**src/rtl/mem_burst_arbiter.sv**
```systemverilog
// Round-robin arbiter that shares one burst-memory controller port between two
// write channels and two read channels, with one burst in flight at a time.
module mem_burst_arbiter #(
   parameter int MEM_DATA_BITS  = 64,
   parameter int ADDR_BITS      = 24,
   parameter int TIMEOUT_CYCLES = 4095
) (
   input  logic                     mem_clk,
   input  logic                     rst_n,
   input  logic                     local_init_done,
   input  logic                     wr0_burst_req,
   input  logic [9:0]               wr0_burst_len,
   input  logic [ADDR_BITS-1:0]     wr0_burst_addr,
   input  logic [MEM_DATA_BITS-1:0] wr0_burst_data,
   output logic                     wr0_burst_data_req,
   output logic                     wr0_burst_finish,
   input  logic                     wr1_burst_req,
   input  logic [9:0]               wr1_burst_len,
   input  logic [ADDR_BITS-1:0]     wr1_burst_addr,
   input  logic [MEM_DATA_BITS-1:0] wr1_burst_data,
   output logic                     wr1_burst_data_req,
   output logic                     wr1_burst_finish,
   input  logic                     rd0_burst_req,
   input  logic [9:0]               rd0_burst_len,
   input  logic [ADDR_BITS-1:0]     rd0_burst_addr,
   output logic [MEM_DATA_BITS-1:0] rd0_burst_data,
   output logic                     rd0_burst_data_valid,
   output logic                     rd0_burst_finish,
   input  logic                     rd1_burst_req,
   input  logic [9:0]               rd1_burst_len,
   input  logic [ADDR_BITS-1:0]     rd1_burst_addr,
   output logic [MEM_DATA_BITS-1:0] rd1_burst_data,
   output logic                     rd1_burst_data_valid,
   output logic                     rd1_burst_finish,
   output logic                     wr_burst_req,
   output logic [9:0]               wr_burst_len,
   output logic [ADDR_BITS-1:0]     wr_burst_addr,
   output logic [MEM_DATA_BITS-1:0] wr_burst_data,
   input  logic                     wr_burst_data_req,
   input  logic                     wr_burst_finish,
   output logic                     rd_burst_req,
   output logic [9:0]               rd_burst_len,
   output logic [ADDR_BITS-1:0]     rd_burst_addr,
   input  logic                     rd_burst_data_valid,
   input  logic [MEM_DATA_BITS-1:0] rd_burst_data,
   input  logic                     rd_burst_finish,
   output logic [1:0]               grant,
   output logic                     busy,
   output logic                     timeout_err
);

   typedef enum logic [1:0] {ST_IDLE = 2'd0, ST_BUSY = 2'd1, ST_ZERO = 2'd2} state_t;

   localparam logic [11:0] TIMEOUT_LIM = 12'(TIMEOUT_CYCLES);

   state_t               state_r;
   logic [1:0]           grant_r;
   logic [1:0]           ptr_r;
   logic                 wr_req_r;
   logic                 rd_req_r;
   logic [9:0]           wr_len_r;
   logic [9:0]           rd_len_r;
   logic [ADDR_BITS-1:0] wr_addr_r;
   logic [ADDR_BITS-1:0] rd_addr_r;
   logic [11:0]          wd_cnt_r;
   logic                 timeout_err_r;

   logic [3:0]           req_vec_s;
   logic [2:0]           pick_s;
   logic [9:0]           len_sel_s;
   logic [ADDR_BITS-1:0] addr_sel_s;
   logic                 busy_s;
   logic                 fin_match_s;
   logic                 chan_fin_s;
   logic [11:0]          wd_next_s;

   // Highest priority is the channel right after ptr; returns {found, index}.
   function automatic logic [2:0] rr_pick(input logic [1:0] ptr, input logic [3:0] req);
      logic [2:0] res;
      logic [1:0] cand;
      res = 3'b000;
      for (int k = 4; k >= 1; k--) begin
         cand = ptr + k[1:0];
         res  = req[cand] ? {1'b1, cand} : res;
      end
      return res;
   endfunction

   assign req_vec_s   = {rd1_burst_req, rd0_burst_req, wr1_burst_req, wr0_burst_req};
   assign pick_s      = rr_pick(ptr_r, req_vec_s);
   assign busy_s      = (state_r == ST_BUSY);
   assign fin_match_s = busy_s && local_init_done &&
                        (grant_r[1] ? rd_burst_finish : wr_burst_finish);
   assign chan_fin_s  = fin_match_s || (state_r == ST_ZERO);
   assign wd_next_s   = (wd_cnt_r == 12'hFFF) ? wd_cnt_r : wd_cnt_r + 12'd1;

   // Length/address of the channel the arbiter would grant this cycle.
   always_comb begin
      len_sel_s  = 10'd0;
      addr_sel_s = {ADDR_BITS{1'b0}};
      case (pick_s[1:0])
         2'd0:    begin len_sel_s = wr0_burst_len; addr_sel_s = wr0_burst_addr; end
         2'd1:    begin len_sel_s = wr1_burst_len; addr_sel_s = wr1_burst_addr; end
         2'd2:    begin len_sel_s = rd0_burst_len; addr_sel_s = rd0_burst_addr; end
         2'd3:    begin len_sel_s = rd1_burst_len; addr_sel_s = rd1_burst_addr; end
         default: begin len_sel_s = 10'd0; addr_sel_s = {ADDR_BITS{1'b0}}; end
      endcase
   end

   // Write data mux toward the controller; zero unless a write burst is in flight.
   always_comb begin
      wr_burst_data = {MEM_DATA_BITS{1'b0}};
      if (busy_s && (grant_r == 2'd0)) begin
         wr_burst_data = wr0_burst_data;
      end else if (busy_s && (grant_r == 2'd1)) begin
         wr_burst_data = wr1_burst_data;
      end else begin
         wr_burst_data = {MEM_DATA_BITS{1'b0}};
      end
   end

   // Arbitration FSM, controller request registers and watchdog.
   always_ff @(posedge mem_clk or negedge rst_n) begin
      if (!rst_n) begin
         state_r       <= ST_IDLE;
         grant_r       <= 2'd0;
         ptr_r         <= 2'd3;
         wr_req_r      <= 1'b0;
         rd_req_r      <= 1'b0;
         wr_len_r      <= 10'd0;
         rd_len_r      <= 10'd0;
         wr_addr_r     <= {ADDR_BITS{1'b0}};
         rd_addr_r     <= {ADDR_BITS{1'b0}};
         wd_cnt_r      <= 12'd0;
         timeout_err_r <= 1'b0;
      end else begin
         case (state_r)
            ST_IDLE: begin
               wd_cnt_r <= 12'd0;
               if (local_init_done && pick_s[2]) begin
                  grant_r <= pick_s[1:0];
                  if (pick_s[1]) begin
                     rd_len_r  <= len_sel_s;
                     rd_addr_r <= addr_sel_s;
                  end else begin
                     wr_len_r  <= len_sel_s;
                     wr_addr_r <= addr_sel_s;
                  end
                  if (len_sel_s != 10'd0) begin
                     wr_req_r <= ~pick_s[1];
                     rd_req_r <= pick_s[1];
                     state_r  <= ST_BUSY;
                  end else begin
                     state_r  <= ST_ZERO;
                  end
               end else begin
                  state_r <= ST_IDLE;
               end
            end
            ST_BUSY: begin
               wd_cnt_r <= wd_next_s;
               if (wd_next_s == TIMEOUT_LIM) begin
                  timeout_err_r <= 1'b1;
               end
               // Losing memory init aborts silently; ptr is kept so the same channel resumes.
               if (!local_init_done) begin
                  wr_req_r <= 1'b0;
                  rd_req_r <= 1'b0;
                  state_r  <= ST_IDLE;
               end else if (fin_match_s) begin
                  wr_req_r <= 1'b0;
                  rd_req_r <= 1'b0;
                  ptr_r    <= grant_r;
                  state_r  <= ST_IDLE;
               end else begin
                  state_r  <= ST_BUSY;
               end
            end
            ST_ZERO: begin
               wd_cnt_r <= 12'd0;
               ptr_r    <= grant_r;
               state_r  <= ST_IDLE;
            end
            default: begin
               wr_req_r <= 1'b0;
               rd_req_r <= 1'b0;
               wd_cnt_r <= 12'd0;
               state_r  <= ST_IDLE;
            end
         endcase
      end
   end

   assign wr_burst_req  = wr_req_r;
   assign rd_burst_req  = rd_req_r;
   assign wr_burst_len  = wr_len_r;
   assign rd_burst_len  = rd_len_r;
   assign wr_burst_addr = wr_addr_r;
   assign rd_burst_addr = rd_addr_r;
   assign grant         = grant_r;
   assign busy          = busy_s;
   assign timeout_err   = timeout_err_r;

   assign wr0_burst_data_req   = busy_s && (grant_r == 2'd0) && wr_burst_data_req;
   assign wr1_burst_data_req   = busy_s && (grant_r == 2'd1) && wr_burst_data_req;
   assign rd0_burst_data_valid = busy_s && (grant_r == 2'd2) && rd_burst_data_valid;
   assign rd1_burst_data_valid = busy_s && (grant_r == 2'd3) && rd_burst_data_valid;
   assign rd0_burst_data       = rd_burst_data;
   assign rd1_burst_data       = rd_burst_data;

   assign wr0_burst_finish = chan_fin_s && (grant_r == 2'd0);
   assign wr1_burst_finish = chan_fin_s && (grant_r == 2'd1);
   assign rd0_burst_finish = chan_fin_s && (grant_r == 2'd2);
   assign rd1_burst_finish = chan_fin_s && (grant_r == 2'd3);

endmodule

```
**config.mk**
```make
export PLATFORM = sky130hd
export DESIGN_NAME = mem_burst_arbiter
export DESIGN_NICKNAME = d
export VERILOG_FILES = /design/src/rtl/mem_burst_arbiter.sv
export SDC_FILE = /design/constraint.sdc
export NUM_CORES = 1
export LEC_CHECK = 0
export CAP_MARGIN = 10
export CORE_AREA = 2 2 239 241
export DETAILED_ROUTE_END_ITERATION = 12
export DIE_AREA = 0 0 241 243
export GPL_TIMING_DRIVEN = 0
export REMOVE_ABC_BUFFERS = 1
export SETUP_SLACK_MARGIN = 0.3
export SLEW_MARGIN = 20
export SYNTH_ARGS = -nofsm -noshare
export SYNTH_HDL_FRONTEND = slang
export SYNTH_SLANG_ARGS = --single-unit
```
**constraint.sdc**
```tcl
create_clock -name mem_clk -period 2.2 [get_ports mem_clk]
set_clock_uncertainty 0.05 [all_clocks]
set_input_delay 0.22 -clock mem_clk [delete_from_list [all_inputs] [get_ports mem_clk]]
set_output_delay 0.22 -clock mem_clk [all_outputs]
set_load 0.05 [all_outputs]
```
==> results of run 1 <==
## worst min-delay path by stage
stage | to | slack [ns] | depth (start not counted)
5_1_grt | wr_burst_addr[8] | 0.34 | 2
2_1_floorplan | grant[0] | -0.13 | 0
4_1_cts | wr_burst_addr[8] | 0.28 | 2
6_report | wr_burst_addr[8] | 0.30 | 2
3_3_place_gp | rd0_burst_data[10] | 0.39 | 0
3_5_place_dp | wr_burst_addr[8] | 0.13 | 1
## registers in the layout, summed over array words and instances, names as in the netlist
register	cells
grant	2
wr_burst_req	1
wd_cnt_r	12
rd_burst_req	1
rd_burst_len	10
rd_burst_addr	24
wr_burst_addr	24
timeout_err	1
ptr_r	2
wr_burst_len	10
state_r	2
## power by group through the flow
stage | Sequential, mW | Clock, mW | Combinational [mW]
finish | 2.75 | 1.57 | 12.4
global route | 2.83 | 1.72 | 12.9
CTS | 2.73 | 1.66 | 11.6
global placement | 2.76 | 0 | 8.42
detailed placement | 2.77 | 0 | 8.49
floorplan | 4.87 | 0 | 3.11
## per-layer routing
layer,track usage,vias to the layer above,share of wire
met5,0.0488,-,0.0069
li1,-,3183,-
met1,0.203,3711,0.44
met2,0.196,494,0.38
met4,0.0216,12,0.0082
met3,0.117,33,0.16
## worst register-to-register path, cell delays in order, from the launching register on
cell       delay [ns]
dfstp_2          0.63
mux2i_4          0.28
o21a_4           0.19
buf_6            0.11
a21boi_0         0.16
o22ai_4          0.28
o2111ai_4        0.25
buf_6            0.21
nor3_4           0.20
buf_4            0.17
o2bb2ai_2        0.06
## kinds of logic after synthesis
kind of cell	after synthesis
AOI/OAI and AO/OA	188
adders and majority gates	1
buffers and inverters	179
and+or+nand+nor	147
muxes	66
xor gates and xnor gates	7
DFF	89
## placed cells by master, fill, tap and decap left out, types with 9 or more instances in the layout
cell / synthesis / layout
clkbuf_16: 0 / 13
o21ai_1: 1 / 22
nand2_2: 0 / 11
nand3_1: 9 / 9
buf_8: 0 / 16
dfrtp_1: 87 / 80
nand2_1: 83 / 64
o21ai_0: 70 / 21
mux2i_4: 0 / 13
mux2i_1: 63 / 47
clkdlybuf4s50_1: 0 / 330
buf_16: 0 / 12
buf_6: 1 / 119
o21ai_2: 0 / 28
dlymetal6s2s_1: 0 / 10
buf_4: 132 / 51
a22o_1: 64 / 56
nand2b_4: 0 / 14
buf_12: 0 / 33
o211ai_1: 9 / 9
nor2_1: 18 / 11
## final cells by class
type | instances | area [um^2]
clock buffers | 10 | 239
inverters | 6 | 30.0
multi-input cells | 422 | 3690
repair buffers | 583 | 6550
flip-flops and latches | 89 | 2240
fillers | 5960 | 42200
well taps | 756 | 946
clock inverters | 6 | 48.8
## stage by stage
step	worst slack [ns]	hold WS (ns)
after floorplan	-2.82	-0.126
after global placement	-5.18	0.392
after detailed placement	-1.91	0.128
after CTS	-0.407	0.285
after global routing	-0.577	0.338
final	-0.486	0.299
## repair_timing
action	CTS	global route
pin swaps	73	66
cloned	22	5
gates resized for setup	770	114
hold buffers	1	0
hold endpoints to repair	38	0
setup buffers	110	31
setup endpoints to repair	155	154
==> flow_summary.json, run 1 <==
{
  "outcome": "finished with violations",
  "violations": "setup timing",
  "synth-simple-area-share": 0.106,
  "place_hpwl_um": 31700,
  "cp_top_family": "compound AO/OA/AOI/OAI gates",
  "final.min_clock_period_ns": 2.69,
  "clock_power_share": 0.094,
  "utilization": 0.246,
  "antenna_cells": 0,
  "leakage_nw": 5.78,
  "syn-cell-area_um2": 6160,
  "path_class": "flop to flop",
  "r2r-end": "wr_burst_req",
  "design_area_um2": 13700,
  "clock_path_buffers": 2,
  "crit_buf_inv": 3,
  "reg2reg_depth": 10,
  "cp_max_fo": 7,
  "hp-class": "input pin to asynchronous set/reset pin",
  "finalHoldViolCount": 0,
  "core_um2": 56000,
  "drt-total-wl_um": 48100,
  "synth_compound_area_frac": 0.221,
  "dieArea_um2": 58600,
  "synth_top_family_by_area": "compound AO/OA/AOI/OAI gates",
  "die_x_um": 241,
  "path_cells": "mux2i_4, o21a_4, buf_6, a21boi_0, o22ai_4, o2111ai_4, buf_6, nor3_4, buf_4, o2bb2ai_2",
  "portBuffers": 420,
  "slowest_delay_ns": 0.63,
  "place.gp.congestion": 0.915,
  "synth.largest_area_cell": "dfrtp_1",
  "post-route-period-util": 1.22,
  "crit_required_ns": 2.40,
  "p_sw_mw": 8.20,
  "combPwrFrac": 0.741,
  "relSlewSlack": 0.546,
  "slew_violations": 0,
  "htreeDepth": 3,
  "rsz0062_at_grt": "yes",
  "final_cells": 1872,
  "drt-initial-drc-count": 414,
  "synth.most_common_cell": "buf_4",
  "viasPerCell": 3.97,
  "synth_top_cell_area_share": 0.353,
  "synth-main-ff-cell": "dfrtp_1",
  "io_pins": 613,
  "syn2layout_area_growth_pct": 123,
  "ys_seq_elements": 89,
  "cp_common_cell": "buf_6",
  "synthTopCellsByCount": "buf_4, dfrtp_1, nand2_1, o21ai_0, a22o_1",
  "clkSinkCount": 89,
  "p_per_area_nw_per_um2": 1210,
  "start_util": 0.110,
  "cp-startpoint": "ptr_r[1]",
  "synth-edff-count": 0,
  "dp_cells": 1687,
  "fmax_ghz": 0.372,
  "endpoint": "wr_burst_req",
  "vdd_drop_max_v": 0.000780,
  "ant_nets": 0,
  "grt_pass1_wl_um": 62200,
  "clkSlewWorstSetupHoldPaths_ns": 0.08,
  "crit_path_start_kind": "flop",
  "endpoint_kind": "flop",
  "drtPass1Iterations": 5,
  "drcViolationCount": 0,
  "drive_above_1_share": 0.358,
  "clk_latency_ns": 0.36,
  "grt_usage": 0.154,
  "grt_overflow_total": 0,
  "ctsRootBufferMaster": "clkbuf_16",
  "tightestPinTransition_ns": 0.675,
  "crit_slowest_cell": "dfstp_2",
  "place_area_um2": 10300,
  "grt_max_degree": 50,
  "r2r_setup_slack_ns": -0.49,
  "worst-path-stages": 10,
  "cts_tree": "built",
  "num_rows": 87,
  "yosysSeqAreaShare": 0.362,
  "synthCells": 677,
  "cts_buffers": 9,
  "r2r_start": "ptr_r[1]",
  "synth_fa_ha_area_frac": 0.00203,
  "wl_per_cell_um": 25.7,
  "num_vias": 7433,
  "muxShareOfSynthArea": 0.108,
  "switching_share": 0.492,
  "synth_area_leaders": "dfrtp_1, buf_4, mux2i_1, a22o_1, o21ai_0",
  "p_seq_frac": 0.165,
  "p_int_mw": 8.48,
  "ys_types": 52,
  "yosysWarnings": 0,
  "cap_violations": 0,
  "setup_tns_ns": -19.38,
  "setup_slack_ns": -0.486,
  "antenna_found_initial": 4,
  "dieHeight_um": 243,
  "async_reset_ff_frac": 1.00,
  "synth_xor_area_frac": 0.00995,
  "grt_pass1_vias": 7379,
  "synth.avg_cell_area_um2": 9.10,
  "setup_viol": 115,
  "crit_arrival_ns": 2.88,
  "total_power_mw": 16.7,
  "finalNetCount": 1451
}
No activity file was read; power rests on OpenSTA's default activity.
==> run 2, diff against run 1 <==
- PLACE_DENSITY: default -> 0.5
==> run 2 against run 1 <==
Against the previous run:
- non-clock buffer count shrank 22
- sequential cell count is the same
- combinational power is essentially flat
- critical endpoint is now rd_burst_req
- total power shrank 0.89%
- first-iteration DRC count grew 4.6%
- count of clock-buffer cells in the layout is the same
- the run still ends with setup timing left
- sequential share of layout area grew 0.41 points
- final area shrank 2.4%
- clock power is essentially flat
- highest routed layer unchanged
==> flow_summary.json, run 2 (same netlist as run 1, synthesis figures left out) <==
{
  "cap_violations": 0,
  "drt-initial-drc-count": 433,
  "ant_nets": 0,
  "outcome": "finished with violations",
  "post-route-period-util": 1.25,
  "relSlewSlack": 0.551,
  "leakage_nw": 5.58,
  "p_per_area_nw_per_um2": 1230,
  "finalNetCount": 1430,
  "ctsRootBufferMaster": "clkbuf_16",
  "grt_pass1_vias": 6979,
  "tightestPinTransition_ns": 0.672,
  "clkSinkCount": 89,
  "multiInputGateArea_um2": 3650,
  "cp-startpoint": "ptr_r[1]",
  "crit_required_ns": 2.44,
  "viasPerCell": 3.98,
  "finalHoldViolCount": 0,
  "fmax_ghz": 0.363,
  "violations": "setup timing",
  "cts_tree": "built",
  "place.gp.congestion": 0.899,
  "crit_arrival_ns": 2.99,
  "htreeDepth": 3,
  "final_cells": 1851,
  "final_common_cell": "clkdlybuf4s50_1",
  "clock_path_buffers": 2,
  "endpoint_kind": "flop",
  "clkSlewWorstSetupHoldPaths_ns": 0.08,
  "total_power_mw": 16.5,
  "clk_latency_ns": 0.37,
  "core_um2": 56000,
  "setup_viol": 86,
  "io_pins": 613,
  "nFillCells": 5983,
  "drive_above_1_share": 0.314,
  "cts_buffers": 9,
  "slew_violations": 0,
  "setup_tns_ns": -14.93,
  "hp-class": "input pin to asynchronous set/reset pin",
  "drcViolationCount": 0,
  "cp_max_fo": 8,
  "grt_max_degree": 70,
  "rsz0062_at_grt": "yes",
  "start_util": 0.110,
  "dp_cells": 1688,
  "crit_path_start_kind": "flop",
  "drtPass1Iterations": 5,
  "antenna_found_initial": 0,
  "num_vias": 7359,
  "vdd_drop_max_v": 0.000766,
  "drt-total-wl_um": 49100,
  "setup_slack_ns": -0.552,
  "die_x_um": 241,
  "dieHeight_um": 243,
  "num_rows": 87,
  "portBuffers": 420,
  "final_cell_mix": "clkdlybuf4s50_1, buf_6, dfrtp_1",
  "syn2layout_area_growth_pct": 118,
  "grt_usage": 0.148,
  "dieArea_um2": 58600,
  "grt_overflow_total": 0,
  "path_class": "flop to flop",
  "grt_pass1_wl_um": 59100,
  "place_hpwl_um": 33900,
  "final.min_clock_period_ns": 2.75,
  "r2r_start": "ptr_r[1]",
  "wl_per_cell_um": 26.5,
  "register_area_um2": 2240,
  "antenna_cells": 0
}
## run 2: cell types whose count changed in the layout (fill, tap and decap cells not counted), moves of 7 or more
cell,delta
o21ai_2,-24
buf_6,-10
clkdlybuf4s50_1,+7
buf_4,-8
buf_8,+8
o21ai_1,+30
nand2_2,-10
buf_12,-12
nand2_1,+16
## run 2: final timing paths
path / to / slack (ns) / cells past startpoint
setup / recovery: rd_burst_req / -0.55 / 9
hold / removal: wr_burst_addr[15] / 0.30 / 2
setup reg to reg: rd_burst_req / -0.55 / 9
hold reg to reg: timeout_err / 0.42 / 1
max in group asynchronous: rd_burst_addr[22] / 1.14 / 3
min in group mem_clk: rd0_burst_data[61] / 0.39 / 0
## run 2: area by class of cell
| type | count | share of cell area |
|---|---|---|
| clock buffer | 10 | 0.0178 |
| clock inverter | 6 | 0.00373 |
| inverter | 6 | 0.00187 |
| multi-input combinational | 423 | 0.272 |
| sequential | 89 | 0.167 |
| tap | 756 | 0.0705 |
| timing repair buffer | 561 | 0.467 |
## run 2: metal layers
metal / track usage / vias to the layer above / wire length, um
li1: - / 3152 / -
met1: 0.189 / 3591 / 21600
met2: 0.180 / 568 / 18500
met3: 0.125 / 38 / 8140
met4: 0.0232 / 10 / 424
met5: 0.0657 / - / 516
## run 2: worst max-delay path, cell delays in order, from the launching register on
cell	delay, ns
dfstp_2	0.58
nand2_1	0.10
a31oi_4	0.45
buf_4	0.20
o211ai_1	0.13
o22ai_2	0.24
o2111ai_4	0.23
o41ai_4	0.36
buf_4	0.20
o2bb2ai_4	0.12
## run 2: power breakdown
part           total (mW)  switching, mW  internal [mW]  leakage (nW)
clock                1.60          0.788          0.811         0.136
sequential           2.72          0.407           2.31          1.11
combinational        12.2           6.92           5.30          4.33
## run 2: metrics by stage
| stage | instance area (um^2) | setup slack, ns | hold slack, ns | util |
|---|---|---|---|---|
| after floorplan | 5000 | -2.82 | -0.126 | - |
| after global placement | 10100 | -5.62 | 0.391 | 0.181 |
| after detailed placement | 10300 | -1.96 | 0.139 | 0.184 |
| after CTS | 12100 | -0.577 | 0.296 | 0.216 |
| after global routing | 13400 | -0.638 | 0.328 | 0.240 |
| final | 13400 | -0.552 | 0.295 | 0.240 |
## run 2: timing repair
item / CTS / global route
hold buffers: 1 / 0
cloned: 12 / 16
gates resized for setup: 658 / 177
pin swaps: 38 / 51
buffers inserted: 60 / 58
setup endpoints to repair: 156 / 158
hold endpoints to repair: 40 / 0
==> run 3, diff against run 2 <==
- CORE_AREA: 2 2 239 241 -> 2 2 240 242
- DIE_AREA: 0 0 241 243 -> 0 0 242 244
- PLACE_DENSITY: 0.5 -> 0.48
- clock period: 2.2 -> 3.15 ns (I/O delays scaled with it)
==> run 3 against run 2 <==
Against the previous run:
- the flow now finishes without violations
- total power fell by 45%
- utilization fell by 4.7 points
- first-iteration DRC count fell by 17%
- final cell count fell by 6.7%
- critical path type is now input pin to flop
- critical path depth did not move
- worst setup slack improved by 0.87 ns
- via count fell by 12%
- worst hold slack improved by 0.063 ns
- combinational power fell by 50%
==> flow_summary.json, run 3 (same netlist as run 1, synthesis figures left out) <==
{
  "cts_buffers": 9,
  "endpoint_kind": "flop",
  "path_cells": "clkdlybuf4s50_1, nand2_1, a31oi_2, buf_4, a32o_1, o22ai_4, o221ai_2, o41ai_4, o2bb2ai_1",
  "final_common_cell": "clkdlybuf4s50_1",
  "io_pins": 613,
  "ctsRootBufferMaster": "clkbuf_16",
  "dieArea_um2": 59000,
  "antenna_found_initial": 2,
  "core_um2": 56200,
  "crit_required_ns": 3.37,
  "drt-total-wl_um": 43100,
  "crit_arrival_ns": 3.06,
  "cap_violations": 0,
  "crit_buf_inv": 2,
  "setup_slack_ns": 0.318,
  "outcome": "completed",
  "tightestPinTransition_ns": 0.705,
  "pre_cts_ws_ns": -0.973,
  "finalHoldViolCount": 0,
  "antenna_cells": 0,
  "path_class": "input pin to flop",
  "start_util": 0.110,
  "setup_viol": 0,
  "reg2reg_depth": 7,
  "finalNetCount": 1306,
  "drtPass1Iterations": 4,
  "cts_tree": "built",
  "ant_nets": 0,
  "grt_max_degree": 70,
  "htreeDepth": 3,
  "viasPerCell": 3.77,
  "place.gp.congestion": 0.841,
  "grt_overflow_total": 0,
  "portBuffers": 420,
  "final.min_clock_period_ns": 2.83,
  "drcViolationCount": 0,
  "relSlewSlack": 0.530,
  "crit_slowest_cell": "clkdlybuf4s50_1",
  "leakage_nw": 4.41,
  "slowest_delay_ns": 0.54,
  "slew_violations": 0,
  "die_x_um": 242,
  "place_hpwl_um": 34100,
  "crit_path_start_kind": "input pin",
  "cp_top_family": "compound AO/OA/AOI/OAI gates",
  "rsz0062_at_grt": "yes",
  "cp-startpoint": "rd1_burst_req",
  "r2r_start": "ptr_r[0]",
  "clk_latency_ns": 0.36,
  "dp_cells": 1688,
  "clkSlewWorstSetupHoldPaths_ns": 0.07,
  "final_cell_mix": "clkdlybuf4s50_1, dfrtp_1, nand2_1",
  "grt_usage": 0.139,
  "utilization": 0.192,
  "dieHeight_um": 244,
  "clkSinkCount": 89,
  "cp_max_fo": 5,
  "fmax_ghz": 0.353,
  "drive_above_1_share": 0.130,
  "grt_pass1_wl_um": 56900,
  "drt-initial-drc-count": 358,
  "vdd_drop_max_v": 0.000445,
  "post-route-period-util": 0.899,
  "p_per_area_nw_per_um2": 847,
  "wl_per_cell_um": 25.0,
  "hp-class": "input pin to asynchronous set/reset pin",
  "grt_pass1_vias": 6310,
  "clock_path_buffers": 2,
  "final_cells": 1727,
  "num_rows": 87,
  "syn2layout_area_growth_pct": 75.3,
  "num_vias": 6510,
  "worst-path-stages": 9
}
-- run 3: cell count changes in the layout (fill, tap and decap cells not counted), moves of 12 or more --
cell and change:
a22o_1 +14, a22o_4 -14, buf_12 -18, buf_2 +12, buf_4 -21, buf_6 -106, buf_8 -24, clkbuf_2 +15
clkdlybuf4s15_2 +15, dlygate4sd2_1 +18, mux2i_1 +20, mux2i_4 -14, o21ai_0 +55, o21ai_1 -51
-- run 3: worst paths after layout --
kind / to / slack [ns]
min in group mem_clk: wr_burst_addr[6] / 0.43
max in group asynchronous: ptr_r[0] / 2.05
max reg2reg: wr_burst_req / 0.37
min reg2reg: wr_burst_addr[6] / 0.43
max: wr_burst_req / 0.32
min: wr_burst_addr[0] / 0.36
-- run 3: where the power goes --
group	total (mW)	internal, mW	switching, mW	leakage, nW
Sequential	1.92	1.61	0.314	1.12
Clock	1.08	0.545	0.536	0.138
Combinational	6.15	2.08	4.06	3.15
Total	9.15	4.23	4.91	4.41
-- run 3: layer usage --
| metal | vias up | GRT usage | routed length, um | part of all wire |
|---|---|---|---|---|
| met4 | 12 | 0.0205 | 345 | 0.0080 |
| li1 | 2873 | - | - | - |
| met5 | - | 0.0784 | 529 | 0.012 |
| met2 | 441 | 0.162 | 15200 | 0.35 |
| met1 | 3154 | 0.184 | 19800 | 0.46 |
| met3 | 30 | 0.114 | 7210 | 0.17 |
-- run 3: layout make-up --
| cell class | instances | area [um^2] |
|---|---|---|
| fillers | 6278 | 45400 |
| repair buffers | 448 | 4340 |
| multi-input cells | 412 | 2970 |
| flip-flops and latches | 89 | 2230 |
| well taps | 756 | 946 |
| clock buffers | 9 | 225 |
| clock inverters | 7 | 55.1 |
| inverters | 6 | 26.3 |
-- run 3: metrics by stage --
| stage | power, mW | area (um^2) | hold WS, ns | TNS (ns) |
|---|---|---|---|---|
| final | 9.15 | 10800 | 0.358 | 0 |
| after global routing | 9.65 | 10800 | 0.341 | 0 |
| after CTS | 9.16 | 10700 | 0.312 | 0 |
| after detailed placement | 7.95 | 10300 | 0.161 | -29.99 |
| after global placement | 7.98 | 10100 | 0.410 | -678.41 |
| after floorplan | 5.58 | 5000 | -0.0306 | -181.30 |
-- run 3: what timing repair did --
action	4_1_cts	5_1_grt
endpoints found under the hold margin	28	0
hold buffers	1	0
cloned	2	1
buffers inserted	6	13
endpoints found under the setup margin	142	68
pin swaps	2	7
gates resized for setup	197	38
